`config.mk`:
```
export PLATFORM = sky130hd
export DESIGN_NAME = trx_sched_flat
export DESIGN_NICKNAME = d
export VERILOG_FILES = /design/src/rtl/trx_sched_if.sv /design/src/rtl/trx_sched.sv /design/src/flat_wrapper.sv
export SDC_FILE = /design/constraint.sdc
export NUM_CORES = 1
export LEC_CHECK = 0
export CORE_MARGIN = 2
export CORE_UTILIZATION = 35
export CTS_CLUSTER_SIZE = 40
export DETAILED_ROUTE_END_ITERATION = 8
export SETUP_SLACK_MARGIN = 0.02
export SYNTH_ARGS = -nofsm -noshare
export SYNTH_HDL_FRONTEND = slang
export SYNTH_SLANG_ARGS = --single-unit
```
`constraint.sdc`:
```
create_clock -name clk -period 1.8 [get_ports clk]
set_clock_uncertainty 0.1 [all_clocks]
set_input_delay 0.27 -clock clk [delete_from_list [all_inputs] [get_ports clk]]
set_output_delay 0.27 -clock clk [all_outputs]
set_load 0.01 [all_outputs]
```
`src/rtl/trx_sched_if.sv`:
```
`default_nettype none
// ============================================================================
//  Module   : trx_sched_if
//  Purpose  : Host/packet-path handshake bundle for the RX/TX turnaround
//             scheduler.
//  Revision : 1.0  initial release
// ============================================================================
interface trx_sched_if;
    logic rx_req;
    logic tx_req;
    logic pkt_rec;
    logic tx_done;
    logic rx_mode;
    logic rx_en;
    logic tx_en;
    logic busy;
    logic rx_ack;
    logic tx_ack;
    logic timeout;

    modport master (
        output rx_req, tx_req, pkt_rec, tx_done,
        input  rx_mode, rx_en, tx_en, busy, rx_ack, tx_ack, timeout
    );

    modport slave (
        input  rx_req, tx_req, pkt_rec, tx_done,
        output rx_mode, rx_en, tx_en, busy, rx_ack, tx_ack, timeout
    );
endinterface
`default_nettype wire

```
`src/rtl/trx_sched.sv`:
```
`default_nettype none
// ============================================================================
//  Module   : trx_sched
//  Purpose  : Half-duplex RX/TX window scheduler with round-robin grant and
//             turnaround guard. Optional RX watchdog via TRX_SCHED_TIMEOUT_EN.
//  Revision : 1.0  initial release
// ============================================================================
module trx_sched #(
    parameter int unsigned GUARD_CYC  = 4,
    parameter int unsigned RX_TIMEOUT = 1023
) (
    input  wire logic   clk,
    input  wire logic   rst,
    trx_sched_if.slave  bus
);

    typedef enum logic [2:0] {
        IDLE      = 3'd0,
        RX_GUARD  = 3'd1,
        RX_ACTIVE = 3'd2,
        TX_GUARD  = 3'd3,
        TX_ACTIVE = 3'd4
    } state_t;

    localparam logic       c_GUARD_EN   = (GUARD_CYC != 0);
    localparam logic [3:0] c_GUARD_LAST = 4'(GUARD_CYC - 1);

    if (GUARD_CYC > 15) begin : g_bad_guard
        $error("GUARD_CYC must be 0..15");
    end
    if ((RX_TIMEOUT < 1) || (RX_TIMEOUT > 1023)) begin : g_bad_timeout
        $error("RX_TIMEOUT must be 1..1023");
    end

    state_t     state_q;
    logic       rx_mode_q;
    logic       rx_en_q;
    logic       tx_en_q;
    logic       busy_q;
    logic       rx_ack_q;
    logic       tx_ack_q;
    logic       last_rx_q;
    logic       armed_q;
    logic       pkt_prev_q;
    logic [3:0] guard_cnt_q;
`ifdef TRX_SCHED_TIMEOUT_EN
    localparam logic [9:0] c_TO_LAST = 10'(RX_TIMEOUT - 1);
    logic       timeout_q;
    logic [9:0] to_cnt_q;
`endif

    logic w_req_any;
    logic w_pick_rx;
    logic w_need_guard;
    logic w_pkt_rise;

    // Round-robin: RX wins a tie unless it was the last side granted.
    assign w_req_any    = bus.rx_req | bus.tx_req;
    assign w_pick_rx    = bus.rx_req & (~bus.tx_req | ~last_rx_q);
    assign w_need_guard = c_GUARD_EN & (w_pick_rx != rx_mode_q);
    assign w_pkt_rise   = bus.pkt_rec & ~pkt_prev_q;

    always_ff @(posedge clk or negedge rst) begin
        if (!rst) begin
            state_q     <= IDLE;
            rx_mode_q   <= 1'b1;
            rx_en_q     <= 1'b0;
            tx_en_q     <= 1'b0;
            busy_q      <= 1'b0;
            rx_ack_q    <= 1'b0;
            tx_ack_q    <= 1'b0;
            last_rx_q   <= 1'b0;
            armed_q     <= 1'b0;
            pkt_prev_q  <= 1'b0;
            guard_cnt_q <= 4'd0;
`ifdef TRX_SCHED_TIMEOUT_EN
            timeout_q   <= 1'b0;
            to_cnt_q    <= 10'd0;
`endif
        end else begin
            // armed_q holds off grants on the first edge after reset release.
            armed_q  <= 1'b1;
            rx_ack_q <= 1'b0;
            tx_ack_q <= 1'b0;
`ifdef TRX_SCHED_TIMEOUT_EN
            timeout_q <= 1'b0;
`endif
            case (state_q)
                IDLE: begin
                    if (armed_q && w_req_any) begin
                        busy_q      <= 1'b1;
                        rx_mode_q   <= w_pick_rx;
                        last_rx_q   <= w_pick_rx;
                        guard_cnt_q <= 4'd0;
                        pkt_prev_q  <= 1'b0;
`ifdef TRX_SCHED_TIMEOUT_EN
                        to_cnt_q    <= 10'd0;
`endif
                        if (w_pick_rx) begin
                            if (w_need_guard) begin
                                state_q <= RX_GUARD;
                            end else begin
                                state_q <= RX_ACTIVE;
                                rx_en_q <= 1'b1;
                            end
                        end else begin
                            if (w_need_guard) begin
                                state_q <= TX_GUARD;
                            end else begin
                                state_q <= TX_ACTIVE;
                                tx_en_q <= 1'b1;
                            end
                        end
                    end
                end

                RX_GUARD: begin
                    if (!bus.rx_req) begin
                        state_q <= IDLE;
                        busy_q  <= 1'b0;
                    end else if (guard_cnt_q == c_GUARD_LAST) begin
                        state_q    <= RX_ACTIVE;
                        rx_en_q    <= 1'b1;
                        pkt_prev_q <= 1'b0;
`ifdef TRX_SCHED_TIMEOUT_EN
                        to_cnt_q   <= 10'd0;
`endif
                    end else begin
                        guard_cnt_q <= guard_cnt_q + 4'd1;
                    end
                end

                RX_ACTIVE: begin
                    pkt_prev_q <= bus.pkt_rec;
`ifdef TRX_SCHED_TIMEOUT_EN
                    to_cnt_q   <= to_cnt_q + 10'd1;
`endif
                    // A completed packet outranks both request drop and timeout.
                    if (w_pkt_rise) begin
                        state_q  <= IDLE;
                        rx_en_q  <= 1'b0;
                        busy_q   <= 1'b0;
                        rx_ack_q <= 1'b1;
                    end else if (!bus.rx_req) begin
                        state_q <= IDLE;
                        rx_en_q <= 1'b0;
                        busy_q  <= 1'b0;
`ifdef TRX_SCHED_TIMEOUT_EN
                    end else if (to_cnt_q == c_TO_LAST) begin
                        state_q   <= IDLE;
                        rx_en_q   <= 1'b0;
                        busy_q    <= 1'b0;
                        timeout_q <= 1'b1;
`endif
                    end
                end

                TX_GUARD: begin
                    if (!bus.tx_req) begin
                        state_q <= IDLE;
                        busy_q  <= 1'b0;
                    end else if (guard_cnt_q == c_GUARD_LAST) begin
                        state_q <= TX_ACTIVE;
                        tx_en_q <= 1'b1;
                    end else begin
                        guard_cnt_q <= guard_cnt_q + 4'd1;
                    end
                end

                TX_ACTIVE: begin
                    if (bus.tx_done) begin
                        state_q  <= IDLE;
                        tx_en_q  <= 1'b0;
                        busy_q   <= 1'b0;
                        tx_ack_q <= 1'b1;
                    end
                end

                default: begin
                    state_q <= IDLE;
                    rx_en_q <= 1'b0;
                    tx_en_q <= 1'b0;
                    busy_q  <= 1'b0;
                end
            endcase
        end
    end

    assign bus.rx_mode = rx_mode_q;
    assign bus.rx_en   = rx_en_q;
    assign bus.tx_en   = tx_en_q;
    assign bus.busy    = busy_q;
    assign bus.rx_ack  = rx_ack_q;
    assign bus.tx_ack  = tx_ack_q;
`ifdef TRX_SCHED_TIMEOUT_EN
    assign bus.timeout = timeout_q;
`else
    assign bus.timeout = 1'b0;
`endif

endmodule
`default_nettype wire

```
`src/flat_wrapper.sv`:
```
// flat-port wrapper written by rule: the top's interface ports become plain ports
module trx_sched_flat 
#(
    parameter int unsigned GUARD_CYC  = 4,
    parameter int unsigned RX_TIMEOUT = 1023
)
  (clk, rst, bus_rx_req, bus_tx_req, bus_pkt_rec, bus_tx_done, bus_rx_mode, bus_rx_en, bus_tx_en, bus_busy, bus_rx_ack, bus_tx_ack, bus_timeout);
  trx_sched_if bus_i ();
  input  wire logic clk;
  input  wire logic rst;
  input wire logic [$bits(bus_i.rx_req)-1:0] bus_rx_req;
  input wire logic [$bits(bus_i.tx_req)-1:0] bus_tx_req;
  input wire logic [$bits(bus_i.pkt_rec)-1:0] bus_pkt_rec;
  input wire logic [$bits(bus_i.tx_done)-1:0] bus_tx_done;
  output wire logic [$bits(bus_i.rx_mode)-1:0] bus_rx_mode;
  output wire logic [$bits(bus_i.rx_en)-1:0] bus_rx_en;
  output wire logic [$bits(bus_i.tx_en)-1:0] bus_tx_en;
  output wire logic [$bits(bus_i.busy)-1:0] bus_busy;
  output wire logic [$bits(bus_i.rx_ack)-1:0] bus_rx_ack;
  output wire logic [$bits(bus_i.tx_ack)-1:0] bus_tx_ack;
  output wire logic [$bits(bus_i.timeout)-1:0] bus_timeout;
  assign bus_i.rx_req = bus_rx_req;
  assign bus_i.tx_req = bus_tx_req;
  assign bus_i.pkt_rec = bus_pkt_rec;
  assign bus_i.tx_done = bus_tx_done;
  assign bus_rx_mode = bus_i.rx_mode;
  assign bus_rx_en = bus_i.rx_en;
  assign bus_tx_en = bus_i.tx_en;
  assign bus_busy = bus_i.busy;
  assign bus_rx_ack = bus_i.rx_ack;
  assign bus_tx_ack = bus_i.tx_ack;
  assign bus_timeout = bus_i.timeout;
  trx_sched #(.GUARD_CYC(GUARD_CYC), .RX_TIMEOUT(RX_TIMEOUT)) u_core (.clk(clk), .rst(rst), .bus(bus_i));
endmodule
```
==> metrics.yaml <==
cp_max_fo: 3
fmax_ghz: 0.575
die_h_um: 57.5
nets: 140
worstPathRequired_ns: 1.89
drt_pre_antenna_iters: 4
cts_made_buffers: 3
synthTopCellsByArea: "dfrtp_1 37%, o31ai_1 3.7%, nand3_1 3.5%"
synth-xor-area-share: 0.00873
drt_iter0_drc: 20
vias: 876
synth_top_area_cell: "dfrtp_1"
p_per_area_nw_per_um2: 1510
worstPathCellList: "ha_2 -> or3b_4 -> o22ai_2 -> buf_4 -> o21ai_1 -> a22o_1"
multi_input_area_um2: 563
ys_seq_area_frac: 0.400
via_per_inst: 5.41
worstPathArrival_ns: 1.83
path_buf_inv: 1
wirelength_mm: 2.29
initial_core_util: 0.367
grt_pass1_wl_mm: 4.14
dp_cells: 157
port_buffers: 11
r2r_cells: 6
reg2reg_from: "u_core.guard_cnt_q[1]"
synthAdderAreaFrac: 0.0249
tritoncts: "built"
critPathSlowestCell: "or3b_4"
cts_sinks: 16
grt_pass1_vias: 913
synth-simple-area-share: 0.247
synth-main-ff-cell: "dfrtp_1"
max_stage_delay_ns: 0.39
drv_slew: 0
drc: 0
synth_area_um2: 1000
cts_root_buf: "clkbuf_4"
critPathTopFamily: "compound AO/OA/AOI/OAI gates"
synth_cell_type_count: 45
crit_type: "flip-flop to flip-flop"
rr_endpoint: "u_core.pkt_prev_q"
finalSetupViolCount: 0
clk_pin_slew_ns: 0.10
final_cell_area_um2: 1280
yosysWarnings: 0
holdBufCountCts: 0
synth_compound_area_frac: 0.226
place_area_um2: 1210
pin_count: 13
ys_async_sr_fraction: 1.00
netlist.area_leader.share: 0.374
cp.depth: 6
nFillCells: 268
peakVddDrop_uv: 846
endpoint_kind: "flip-flop"
routabilityCongestion: 0.826
die_w_um: 57.5
grt_overflow: 0
grt_max_degree: 14
avgSynthCellArea_um2: 9.38
synthCells: 107
cap_viol_max_count: 0
rsz0062_at_grt: "false"
dp_hpwl_mm: 1.75
htreeDepth: 1
seq_area_um2: 404
dp_slack_ns: -0.207
syn_nets: 115
drt-wirelength-per-cell_um: 14.1
fin_crit_sh: 0.967
hold_viol: 0
antenna_left: 0
clockBufferDepth: 2
synth_top_family_by_area: "simple AND/OR/NAND/NOR gates"
status: "finished, final reports clean"
synth_common_cells: "15 x dfrtp_1, 7 x nand2_1, 7 x nand3_1"
areaGrowthSynthToFinish_pct: 27.4
dieArea_um2: 3310
setup_ws_ns: 0.0603
p_leak_uw: 0.000556
core_um2: 2730
antenna_cells: 0
ff2ff_setup_slack_ns: 0.06
synth_edf_count: 0
drive_above_1_share: 0.252
grt_usage: 0.163
layout.cells.non_filler: 162
num_rows: 19
muxShareOfSynthArea: 0.0249
ys_seq_elements: 16
fin_crit_ns: 1.74
yosys.cell_count.top_type: "dfrtp_1"
clock_latency_ns: 0.29
worst_setup_path_start_kind: "flip-flop"
hp-class: "input port to asynchronous set/reset pin"
antenna_found_initial: 0
## logic make-up (layout without fill, tap and decap cells)
group           after synthesis  count (layout)
simple gates                 41              41
compound gates               33              33
flops                        16              16
buf+inv                      10              34
fa+ha+maj                     2               2
other cells                   2               2
mux                           2               2
xor+xnor                      1               1
## flip-flops by register name, summed over array words and instances, names as in the netlist
register / flops
u_core.last_rx_q: 1
u_core.bus.tx_en: 1
u_core.state_q: 3
u_core.bus.rx_mode: 1
u_core.guard_cnt_q: 4
u_core.armed_q: 1
u_core.bus.tx_ack: 1
u_core.pkt_prev_q: 1
u_core.bus.rx_en: 1
u_core.bus.busy: 1
u_core.bus.rx_ack: 1
## worst register-to-register path, cell delays in order (launching register included)
cell,delay (ns)
dfrtp_1,0.38
ha_2,0.19
or3b_4,0.39
o22ai_2,0.22
buf_4,0.15
o21ai_1,0.05
a22o_1,0.18
## through the flow
step           TNS [ns]  utilization  hold WS (ns)  total power [uW]
6_report              0        0.468         0.161              1930
5_1_grt               0        0.468         0.183              2110
4_1_cts               0        0.457         0.168              1920
3_5_place_dp     -0.484        0.442         0.394              1650
3_3_place_gp     -0.472        0.442         0.381              1640
2_1_floorplan         0            -        -0.126              1320
## area by class of cell
cell class,count,share of cell area
Tap cell,31,0.0303
Timing Repair Buffer,25,0.170
Inverter,5,0.0147
Sequential cell,16,0.316
Clock buffer,4,0.0284
Multi-Input combinational cell,81,0.440
## cells in the final DEF (no fill, tap or decap), drive strengths merged, types with 2 or more instances in the layout
cell type	n
dfrtp	15
buf	14
clkdlybuf4s50	10
o21ai	10
nand3	8
nand2	7
nor2	5
a21oi	5
o31ai	5
inv	5
nand2b	4
clkbuf	4
nand4	3
nor3	3
o211ai	3
a31oi	3
conb	2
and2b	2
ha	2
## power by group
| part | switching [uW] | total [uW] | internal (uW) |
|---|---|---|---|
| Sequential | 184 | 682 | 498 |
| Combinational | 488 | 1010 | 520 |
| Clock | 121 | 244 | 123 |
## worst max-delay path by stage
stage / slack (ns) / from / end
after floorplan: 0.18 / bus_rx_req / u_core.bus.rx_en
after global routing: 0.01 / u_core.guard_cnt_q[1] / u_core.bus.tx_en
after global placement: -0.22 / bus_rx_req / u_core.bus.rx_en
final: 0.06 / u_core.guard_cnt_q[1] / u_core.pkt_prev_q
after CTS: 0.03 / u_core.bus.rx_mode / bus_rx_mode
after detailed placement: -0.21 / bus_rx_req / u_core.bus.rx_en
## what timing repair did
action / 4_1_cts / 5_1_grt
gates resized for setup: 1 / 6
pin swaps: 0 / 0
buffers inserted: 0 / 1
setup endpoints to repair: 1 / 9
## layer usage
| metal | part of all wire | global-route usage | up-vias |
|---|---|---|---|
| li1 | - | - | 444 |
| met1 | 0.51 | 0.208 | 415 |
| met2 | 0.45 | 0.271 | 13 |
| met3 | 0.033 | 0.0476 | 4 |
| met4 | 0.012 | 0.0399 | 0 |
| met5 | 0 | 0 | - |
No activity file was read; power rests on OpenSTA's default activity.
